File: config.mk
export PLATFORM = sky130hd
export DESIGN_NAME = fetch_unit_flat
export DESIGN_NICKNAME = d
export VERILOG_FILES = /design/src/rtl/riscv_pkg.sv /design/src/rtl/fetch_unit_if.sv /design/src/rtl/fetch_skid.sv /design/src/rtl/fetch_unit.sv /design/src/flat_wrapper.sv
export SDC_FILE = /design/constraint.sdc
export NUM_CORES = 1
export LEC_CHECK = 0
export CAP_MARGIN = 20
export CORE_MARGIN = 2
export CORE_UTILIZATION = 48
export CTS_CLUSTER_SIZE = 8
export DETAILED_ROUTE_END_ITERATION = 8
export GPL_ROUTABILITY_DRIVEN = 0
export PLACE_DENSITY = 0.83
export SETUP_SLACK_MARGIN = 0.2
export SLEW_MARGIN = 20
export SYNTH_ARGS = -nofsm -noshare
export SYNTH_HDL_FRONTEND = slang
export SYNTH_HIERARCHICAL = 1
export SYNTH_SLANG_ARGS = --single-unit
File: constraint.sdc
create_clock -name i_clk -period 4.4 [get_ports i_clk]
set_input_delay 0.66 -clock i_clk [delete_from_list [all_inputs] [get_ports i_clk]]
set_output_delay 0.66 -clock i_clk [all_outputs]
set_load 0.02 [all_outputs]
File: src/rtl/riscv_pkg.sv
// riscv_pkg: constants and types shared by the RV32I fetch stage.
package riscv_pkg;

  localparam logic [31:0] NOP        = 32'h0000_0013;
  localparam logic [31:0] RESET_ADDR = 32'h0000_0000;

  typedef enum logic [1:0] {
    BOOT = 2'd0,
    REQ  = 2'd1,
    WAIT = 2'd2,
    HOLD = 2'd3
  } fetch_state_t;

  typedef struct packed {
    logic [31:0] instr;
    logic [31:0] pc;
    logic        trap;
  } fetch_slot_t;

endpackage

File: src/rtl/fetch_unit_if.sv
// fetch_unit_if: instruction-memory request/response port of the fetch stage.
//
// Handshake: a request transfers on a rising clock edge where req and ready
// are both high; addr must be stable while req is high. The response is a
// single-cycle rvalid pulse carrying rdata, at least one cycle after the
// request transfers. Only one request is ever outstanding, so responses are
// matched to requests by order alone.
interface fetch_unit_if;
  logic        req;
  logic [31:0] addr;
  logic        ready;
  logic        rvalid;
  logic [31:0] rdata;

  modport master (output req, output addr, input ready, input rvalid, input rdata);
  modport slave  (input req, input addr, output ready, output rvalid, output rdata);
endinterface

File: src/rtl/fetch_skid.sv
// fetch_skid: one-entry holding buffer for a response that arrives while the
// output slot is occupied and stalled. Clear wins over load, load over drain.
module fetch_skid
  import riscv_pkg::*;
(
  input  logic        i_clk,
  input  logic        i_rst,
  input  logic        i_load,
  input  logic        i_drain,
  input  logic        i_clear,
  input  fetch_slot_t i_data,
  output logic        o_valid,
  output fetch_slot_t o_data
);

  logic        r_valid;
  fetch_slot_t r_data;

  // Hold one entry; flush on clear, capture on load, release on drain.
  always_ff @(posedge i_clk or posedge i_rst) begin
    if (i_rst) begin
      r_valid <= 1'b0;
      r_data  <= '0;
    end else if (i_clear) begin
      r_valid <= 1'b0;
    end else if (i_load) begin
      r_valid <= 1'b1;
      r_data  <= i_data;
    end else if (i_drain) begin
      r_valid <= 1'b0;
    end
  end

  assign o_valid = r_valid;
  assign o_data  = r_data;

endmodule

File: src/rtl/fetch_unit.sv
// fetch_unit: RV32I instruction-fetch stage. Keeps the PC, issues one
// word-aligned request at a time, and presents {instr, pc, pc+4} to decode.
// Optional build macro: FETCH_PERF_EN adds o_fetch_count / o_stall_cycles.
module fetch_unit
  import riscv_pkg::*;
(
  input  logic         i_clk,
  input  logic         i_rst,
  fetch_unit_if.master imem,
  input  logic         i_redirect,
  input  logic [31:0]  i_redirect_pc,
  input  logic         i_stall,
  output logic         o_valid,
  output logic [31:0]  o_instruction,
  output logic [31:0]  o_pc,
  output logic [31:0]  o_pc_plus4,
  output logic         o_fetch_trap,
  output fetch_state_t o_dbg_state,
  output logic         o_dbg_squash
`ifdef FETCH_PERF_EN
  ,
  output logic [31:0]  o_fetch_count,
  output logic [31:0]  o_stall_cycles
`endif
);

  localparam logic [1:0] ST_BOOT = 2'd0;
  localparam logic [1:0] ST_REQ  = 2'd1;
  localparam logic [1:0] ST_WAIT = 2'd2;
  localparam logic [1:0] ST_HOLD = 2'd3;

  logic [1:0]  r_state, w_state_nx;
  logic [31:0] r_pc, w_pc_nx;
  logic [31:0] r_req_pc, w_req_pc_nx;
  logic        r_squash, w_squash_nx;
  logic        r_valid, w_valid_nx;
  fetch_slot_t r_slot, w_slot_nx;
  fetch_slot_t w_resp_slot, w_skid_data;
  logic        w_skid_load, w_skid_drain, w_skid_clear, w_skid_valid;
  logic        w_consume, w_inflight, w_misaligned;

  assign w_consume    = r_valid & ~i_stall;
  assign w_misaligned = (i_redirect_pc[1:0] != 2'b00);
  // A response is still owed by memory if we are waiting without it, a request
  // transfers this very cycle, or an earlier squashed one has not come back.
  assign w_inflight   = ((r_state == ST_WAIT) & ~imem.rvalid)
                      | ((r_state == ST_REQ) & imem.ready)
                      | (r_squash & ~imem.rvalid);
  assign w_resp_slot  = '{instr: imem.rdata, pc: r_req_pc, trap: 1'b0};

  fetch_skid u_skid (
    .i_clk   (i_clk),
    .i_rst   (i_rst),
    .i_load  (w_skid_load),
    .i_drain (w_skid_drain),
    .i_clear (w_skid_clear),
    .i_data  (w_resp_slot),
    .o_valid (w_skid_valid),
    .o_data  (w_skid_data)
  );

  // Next-state logic: redirect overrides everything, otherwise the FSM steps.
  always_comb begin
    w_state_nx   = r_state;
    w_pc_nx      = r_pc;
    w_req_pc_nx  = r_req_pc;
    w_squash_nx  = r_squash;
    w_valid_nx   = r_valid & ~w_consume;
    w_slot_nx    = r_slot;
    w_skid_load  = 1'b0;
    w_skid_drain = 1'b0;
    w_skid_clear = 1'b0;
    if (i_redirect) begin
      w_pc_nx      = i_redirect_pc;
      w_valid_nx   = 1'b0;
      w_skid_clear = 1'b1;
      if (w_misaligned) begin
        // Park in HOLD with an empty skid: that combination is the trap flag.
        w_state_nx  = ST_HOLD;
        w_squash_nx = w_inflight;
        w_valid_nx  = 1'b1;
        w_slot_nx   = '{instr: NOP, pc: i_redirect_pc, trap: 1'b1};
      end else if (w_inflight) begin
        w_state_nx  = ST_WAIT;
        w_squash_nx = 1'b1;
      end else begin
        w_state_nx  = ST_REQ;
        w_squash_nx = 1'b0;
      end
    end else begin
      case (r_state)
        ST_BOOT: w_state_nx = ST_REQ;
        ST_REQ: begin
          if (imem.ready) begin
            w_req_pc_nx = r_pc;
            w_pc_nx     = r_pc + 32'd4;
            w_state_nx  = ST_WAIT;
          end
        end
        ST_WAIT: begin
          if (imem.rvalid) begin
            if (r_squash) begin
              w_squash_nx = 1'b0;
              w_state_nx  = ST_REQ;
            end else if (~r_valid | ~i_stall) begin
              w_valid_nx = 1'b1;
              w_slot_nx  = w_resp_slot;
              w_state_nx = ST_REQ;
            end else begin
              w_skid_load = 1'b1;
              w_state_nx  = ST_HOLD;
            end
          end
        end
        default: begin
          if (w_skid_valid) begin
            if (~i_stall) begin
              w_valid_nx   = 1'b1;
              w_slot_nx    = w_skid_data;
              w_skid_drain = 1'b1;
              w_state_nx   = ST_REQ;
            end
          end else if (imem.rvalid) begin
            // Trap park: a response owed from before the redirect is discarded.
            w_squash_nx = 1'b0;
          end
        end
      endcase
    end
  end

  // Register FSM, PC and output slot.
  always_ff @(posedge i_clk or posedge i_rst) begin
    if (i_rst) begin
      r_state  <= ST_BOOT;
      r_pc     <= RESET_ADDR;
      r_req_pc <= RESET_ADDR;
      r_squash <= 1'b0;
      r_valid  <= 1'b0;
      r_slot   <= '{instr: NOP, pc: RESET_ADDR, trap: 1'b0};
    end else begin
      r_state  <= w_state_nx;
      r_pc     <= w_pc_nx;
      r_req_pc <= w_req_pc_nx;
      r_squash <= w_squash_nx;
      r_valid  <= w_valid_nx;
      r_slot   <= w_slot_nx;
    end
  end

  // Memory request comes from registered state only.
  assign imem.req      = (r_state == ST_REQ);
  assign imem.addr     = {r_pc[31:2], 2'b00};

  assign o_valid       = r_valid;
  assign o_instruction = (r_valid & ~r_slot.trap) ? r_slot.instr : NOP;
  assign o_pc          = r_slot.pc;
  assign o_pc_plus4    = r_slot.pc + 32'd4;
  assign o_fetch_trap  = r_valid & r_slot.trap;
  assign o_dbg_state   = fetch_state_t'(r_state);
  assign o_dbg_squash  = r_squash;

`ifdef FETCH_PERF_EN
  logic [31:0] r_fetch_count, r_stall_cycles;

  // Count slot consumptions and stalled-occupied cycles; both wrap.
  always_ff @(posedge i_clk or posedge i_rst) begin
    if (i_rst) begin
      r_fetch_count  <= 32'd0;
      r_stall_cycles <= 32'd0;
    end else begin
      if (w_consume)          r_fetch_count  <= r_fetch_count + 32'd1;
      if (r_valid & i_stall)  r_stall_cycles <= r_stall_cycles + 32'd1;
    end
  end

  assign o_fetch_count  = r_fetch_count;
  assign o_stall_cycles = r_stall_cycles;
`endif

endmodule

File: src/flat_wrapper.sv
// flat-port wrapper written by rule: the top's interface ports become plain ports
module fetch_unit_flat import riscv_pkg::*;
  (i_clk, i_rst, i_redirect, i_redirect_pc, i_stall, o_valid, o_instruction, o_pc, o_pc_plus4, o_fetch_trap, o_dbg_state, o_dbg_squash, imem_req, imem_addr, imem_ready, imem_rvalid, imem_rdata);
  fetch_unit_if imem_i ();
  input  logic i_clk;
  input  logic i_rst;
  input  logic i_redirect;
  input  logic [31:0] i_redirect_pc;
  input  logic i_stall;
  output logic o_valid;
  output logic [31:0] o_instruction;
  output logic [31:0] o_pc;
  output logic [31:0] o_pc_plus4;
  output logic o_fetch_trap;
  output fetch_state_t o_dbg_state;
  output logic o_dbg_squash;
  output wire logic [$bits(imem_i.req)-1:0] imem_req;
  output wire logic [$bits(imem_i.addr)-1:0] imem_addr;
  input wire logic [$bits(imem_i.ready)-1:0] imem_ready;
  input wire logic [$bits(imem_i.rvalid)-1:0] imem_rvalid;
  input wire logic [$bits(imem_i.rdata)-1:0] imem_rdata;
  assign imem_req = imem_i.req;
  assign imem_addr = imem_i.addr;
  assign imem_i.ready = imem_ready;
  assign imem_i.rvalid = imem_rvalid;
  assign imem_i.rdata = imem_rdata;
  fetch_unit u_core (.i_clk(i_clk), .i_rst(i_rst), .imem(imem_i), .i_redirect(i_redirect), .i_redirect_pc(i_redirect_pc), .i_stall(i_stall), .o_valid(o_valid), .o_instruction(o_instruction), .o_pc(o_pc), .o_pc_plus4(o_pc_plus4), .o_fetch_trap(o_fetch_trap), .o_dbg_state(o_dbg_state), .o_dbg_squash(o_dbg_squash));
endmodule
==> metrics.md, run 1 <==
| Metric | Value |
|---|---|
| Leading cell types by total area after synthesis | `sky130_fd_sc_hd__dfrtp_1, sky130_fd_sc_hd__mux2_4, sky130_fd_sc_hd__mux2i_1, sky130_fd_sc_hd__mux2_2, sky130_fd_sc_hd__buf_4` |
| Average cell area after synthesis | `11.4 um^2` |
| Min Clock Period, post-route | `3820 ps` |
| Top delay family on crit path | `simple AND/OR/NAND/NOR gates` |
| Post-CTS repair timing setup buffer count | `0` |
| Number of buffer and inverter instances along the worst setup path | `1` |
| Final worst slack | `579 ps` |
| Slew Limit Fails | `0` |
| Number of cells traversed by the worst hold path | `1` |
| Most used flip-flop cell after synthesis | `sky130_fd_sc_hd__dfrtp_1` |
| Sequential cell area fraction in the yosys report | `0.447` |
| Total clock buffers created by CTS | `17` |
| Proportion of layout cells with a drive suffix above 1 | `0.155` |
| Via count of the first global-routing pass | `7,898` |
| Max VDD drop | `0.383 mV` |
| Headroom to the max-slew limit | `0.378` |
| Buffers added on ports | `201` |
| WP data required | `3740 ps` |
| Routed WL | `27,600 um` |
| Initial antenna violation count | `1` |
| Type of origin of the critical path | `flip-flop` |
| Yosys Warn Count | `6` |
| Starting utilization of the core area | `0.490` |
| CP max stage delay | `710 ps` |
| Simple-gate share of the synthesized area | `0.133` |
| Final hold violations | `0` |
| Clk sinks | `199` |
| Via count of the routed design | `7,852` |
| Setup skew after layout | `9.49 ps` |
| Count of H-tree levels built during CTS | `4` |
| Path length in cells of the critical path | `6` |
| CP endpoint kind | `primary output` |
| Post-route antenna net violation count | `0` |
| Share of the synthesized area in the top cell type | `0.440` |
| FF-to-FF path depth | `7` |
| Data arrival at the endpoint of the critical path | `3160 ps` |
| Maximum number of pins on one net before global-route repair | `59` |
| Post-synth EDFFs | `0` |
| Total number of nets in the final design | `1,165` |
| Ordered cell list for the critical path | `ha_1, and4_1, nor4b_4, nand3_1, xnor2_1, clkdlybuf4s50_1` |
| Minimum setup slack after placement | `1030 ps` |
| Unrepaired setup endpoints after global routing | `no` |
| Clock tree from TritonCTS | `done` |
| Resize count post-CTS | `0` |
| Average wire length per cell after detail routing | `19.9 um` |
| XOR/XNOR share of the synthesized area | `0.0299` |
| Most common cell after layout, fill and taps aside | `sky130_fd_sc_hd__clkdlybuf4s50_1` |
| Overall Power | `7.16 mW` |
| Share of the synthesized area in compound gates (AO/OA/AOI/OAI) | `0.0568` |
| Width of the die | `156 um` |
| Area share of fa/ha/maj cells after synthesis | `0.00899` |
| Crit path max-delay cell type | `sky130_fd_sc_hd__nor4b_4` |
| Fraction of synthesis flops using an asynchronous set or reset pin | `1.00` |
| Syn-to-layout area delta | `19.8%` |
| 1st-pass router iterations | `5` |
| Maximum clock frequency | `0.262 GHz` |
| Global routing usage summed across all routing layers | `0.228` |
| Root buf cell | `sky130_fd_sc_hd__clkbuf_16` |
| Floorplan die height | `156 um` |
| Ratio of final minimum period to clock period | `0.868` |
| Multiplexer share of the synthesized area | `0.236` |
| Leading area contributor after synthesis | `sky130_fd_sc_hd__dfrtp_1` |
| Run status | `finished clean` |
| Most frequent cells in the layout | `sky130_fd_sc_hd__clkdlybuf4s50_1, sky130_fd_sc_hd__dfrtp_1, sky130_fd_sc_hd__mux2i_1, sky130_fd_sc_hd__nor2_1, sky130_fd_sc_hd__mux2_2` |
| GRT overflow | `0` |
| DRC violation count after routing | `0` |
| # rows | `55` |
| Maximum fanout along the worst path | `8` |
| Power density relative to cell area | `536 nW/um^2` |
| Via density per instance | `5.67` |
| Kind of path behind the tightest hold check | `reg2reg` |
| Synth cell types | `59` |
| Overall die area | `24,400 um^2` |
| Dominant combinational cell family by area after synthesis | `multiplexers` |
| Setup violation total in the final timing report | `0` |
| Combined area of all synthesized cells | `11,100 um^2` |
| Synth Instances | `980` |
| Iter 0 DRT Violations | `479` |
| Skew-Pair Late Insertion Delay | `440 ps` |
| Slew @ Worst Pin | `929 ps` |
| Global-route wire length before repair | `43,700 um` |
| Placeable core region | `22,700 um^2` |
| Number of primary I/O pins | `204` |
| Max clock buf depth | `2` |
| Half-perimeter wire length after placement | `18,500 um` |
| Number of storage elements in the synthesis netlist | `199` |
| Final TNS setup | `0 ps` |
| Max-capacitance violation count | `0` |
| Category of the critical setup timing path | `reg2out` |
| Leakage power | `5.59 nW` |
| Clk pin slew, worst setup/hold paths | `80 ps` |
| Hold-fix buffer count after cts | `0` |
[cell usage after synthesis (12+ instances only)]
library cell,count
sky130_fd_sc_hd__clkbuf_1,25
sky130_fd_sc_hd__mux2_2,58
sky130_fd_sc_hd__mux2i_1,68
sky130_fd_sc_hd__nor3_1,17
sky130_fd_sc_hd__a21oi_1,41
sky130_fd_sc_hd__dfrtp_1,196
sky130_fd_sc_hd__and2_1,35
sky130_fd_sc_hd__nand3_1,23
sky130_fd_sc_hd__nor4_1,12
sky130_fd_sc_hd__mux2_1,48
sky130_fd_sc_hd__inv_1,18
sky130_fd_sc_hd__buf_4,72
sky130_fd_sc_hd__mux2_4,50
sky130_fd_sc_hd__a211oi_1,15
sky130_fd_sc_hd__o21ai_0,15
sky130_fd_sc_hd__and4_1,13
sky130_fd_sc_hd__nor2_1,65
sky130_fd_sc_hd__xor2_1,22
sky130_fd_sc_hd__buf_2,14
sky130_fd_sc_hd__nand4_1,19
sky130_fd_sc_hd__nand2_1,39
sky130_fd_sc_hd__xnor2_1,16
[kinds of logic (layout without fill, tap and decap cells)]
group | Yosys count | after routing
and+or+nand+nor | 263 | 263
muxes | 224 | 224
DFF | 199 | 199
buffers and inverters | 145 | 263
AOI/OAI and AO/OA | 102 | 102
xor gates and xnor gates | 38 | 38
adders and majority gates | 8 | 8
other | 1 | 4
[power by group]
group          internal [mW]  switching, mW
sequential              2.37          0.484
combinational           1.38           1.30
clock                  0.874          0.751
[worst reg2reg max path, stage by stage, from the launching register on]
cell and delay [ps]:
sky130_fd_sc_hd__dfrtp_1 450, sky130_fd_sc_hd__inv_1 180, sky130_fd_sc_hd__ha_4 670, sky130_fd_sc_hd__nand2_1 180, sky130_fd_sc_hd__nor4_1 380, sky130_fd_sc_hd__nor2b_4 220, sky130_fd_sc_hd__buf_4 630, sky130_fd_sc_hd__mux2_2 420
[state kept, by name, indices dropped and copies added (netlist names), named ones only]
name / count
u_core/o_dbg_squash: 1
u_core/o_dbg_state: 2
u_core/o_pc: 32
u_core/r_pc: 32
u_core/r_req_pc: 32
u_core/r_slot: 33
u_core/u_skid/o_data: 65
u_core/u_skid/o_valid: 1
[through the flow]
stage | cells | area [um^2] | hold slack (ps) | util
after floorplan | 982 | 11100 | 449 | -
after global placement | 1353 | 12700 | 460 | 0.561
after detailed placement | 1353 | 12700 | 466 | 0.561
after CTS | 1385 | 13300 | 483 | 0.587
after global routing | 1386 | 13300 | 503 | 0.588
final | 1386 | 13300 | 480 | 0.588
[cell type report]
cell class | count | area (um^2)
multi-input combinational | 638 | 5220
tap | 285 | 357
antenna | 1 | 2.50
clock buffer | 19 | 443
inverter | 19 | 75.1
clock inverter | 13 | 163
timing repair buffer | 212 | 2100
sequential | 199 | 4980
fill | 1813 | 9370
[path summary, 6_finish.rpt]
path	from	to	slack, ps
min in group asynchronous	i_rst	u_core/o_pc[27]$_DFFE_PP0P_	770
worst max register to register	u_core/o_dbg_state[0]$_DFFE_PP0P_	u_core/u_skid/o_data[23]$_DFFE_PP0P_	1140
worst max-delay path	u_core/o_pc[2]$_DFFE_PP0P_	o_pc_plus4[30]	580
worst min register to register	u_core/r_slot[52]$_DFFE_PP0P_	u_core/r_slot[52]$_DFFE_PP0P_	480
max in group asynchronous	i_rst	u_core/u_skid/o_data[49]$_DFFE_PP0P_	2580
worst min-delay path	u_core/r_slot[52]$_DFFE_PP0P_	u_core/r_slot[52]$_DFFE_PP0P_	480
[layer usage]
metal  GRT usage  vias up  part of all wire  wire (um)
li1            -     3624                 -          -
met1       0.302     3904              0.44      12200
met2       0.373      274              0.48      13200
met3      0.0438       50             0.052       1440
met4      0.0874        0             0.026        732
met5           0        -                 0          0
Power figures use the tool's default switching activity.
==> run 2: changes to the inputs <==
CTS_CLUSTER_DIAMETER = 40   (was default)
==> results of run 2 <==
The final DEF is identical to that of run 1; final timing and power are the same.
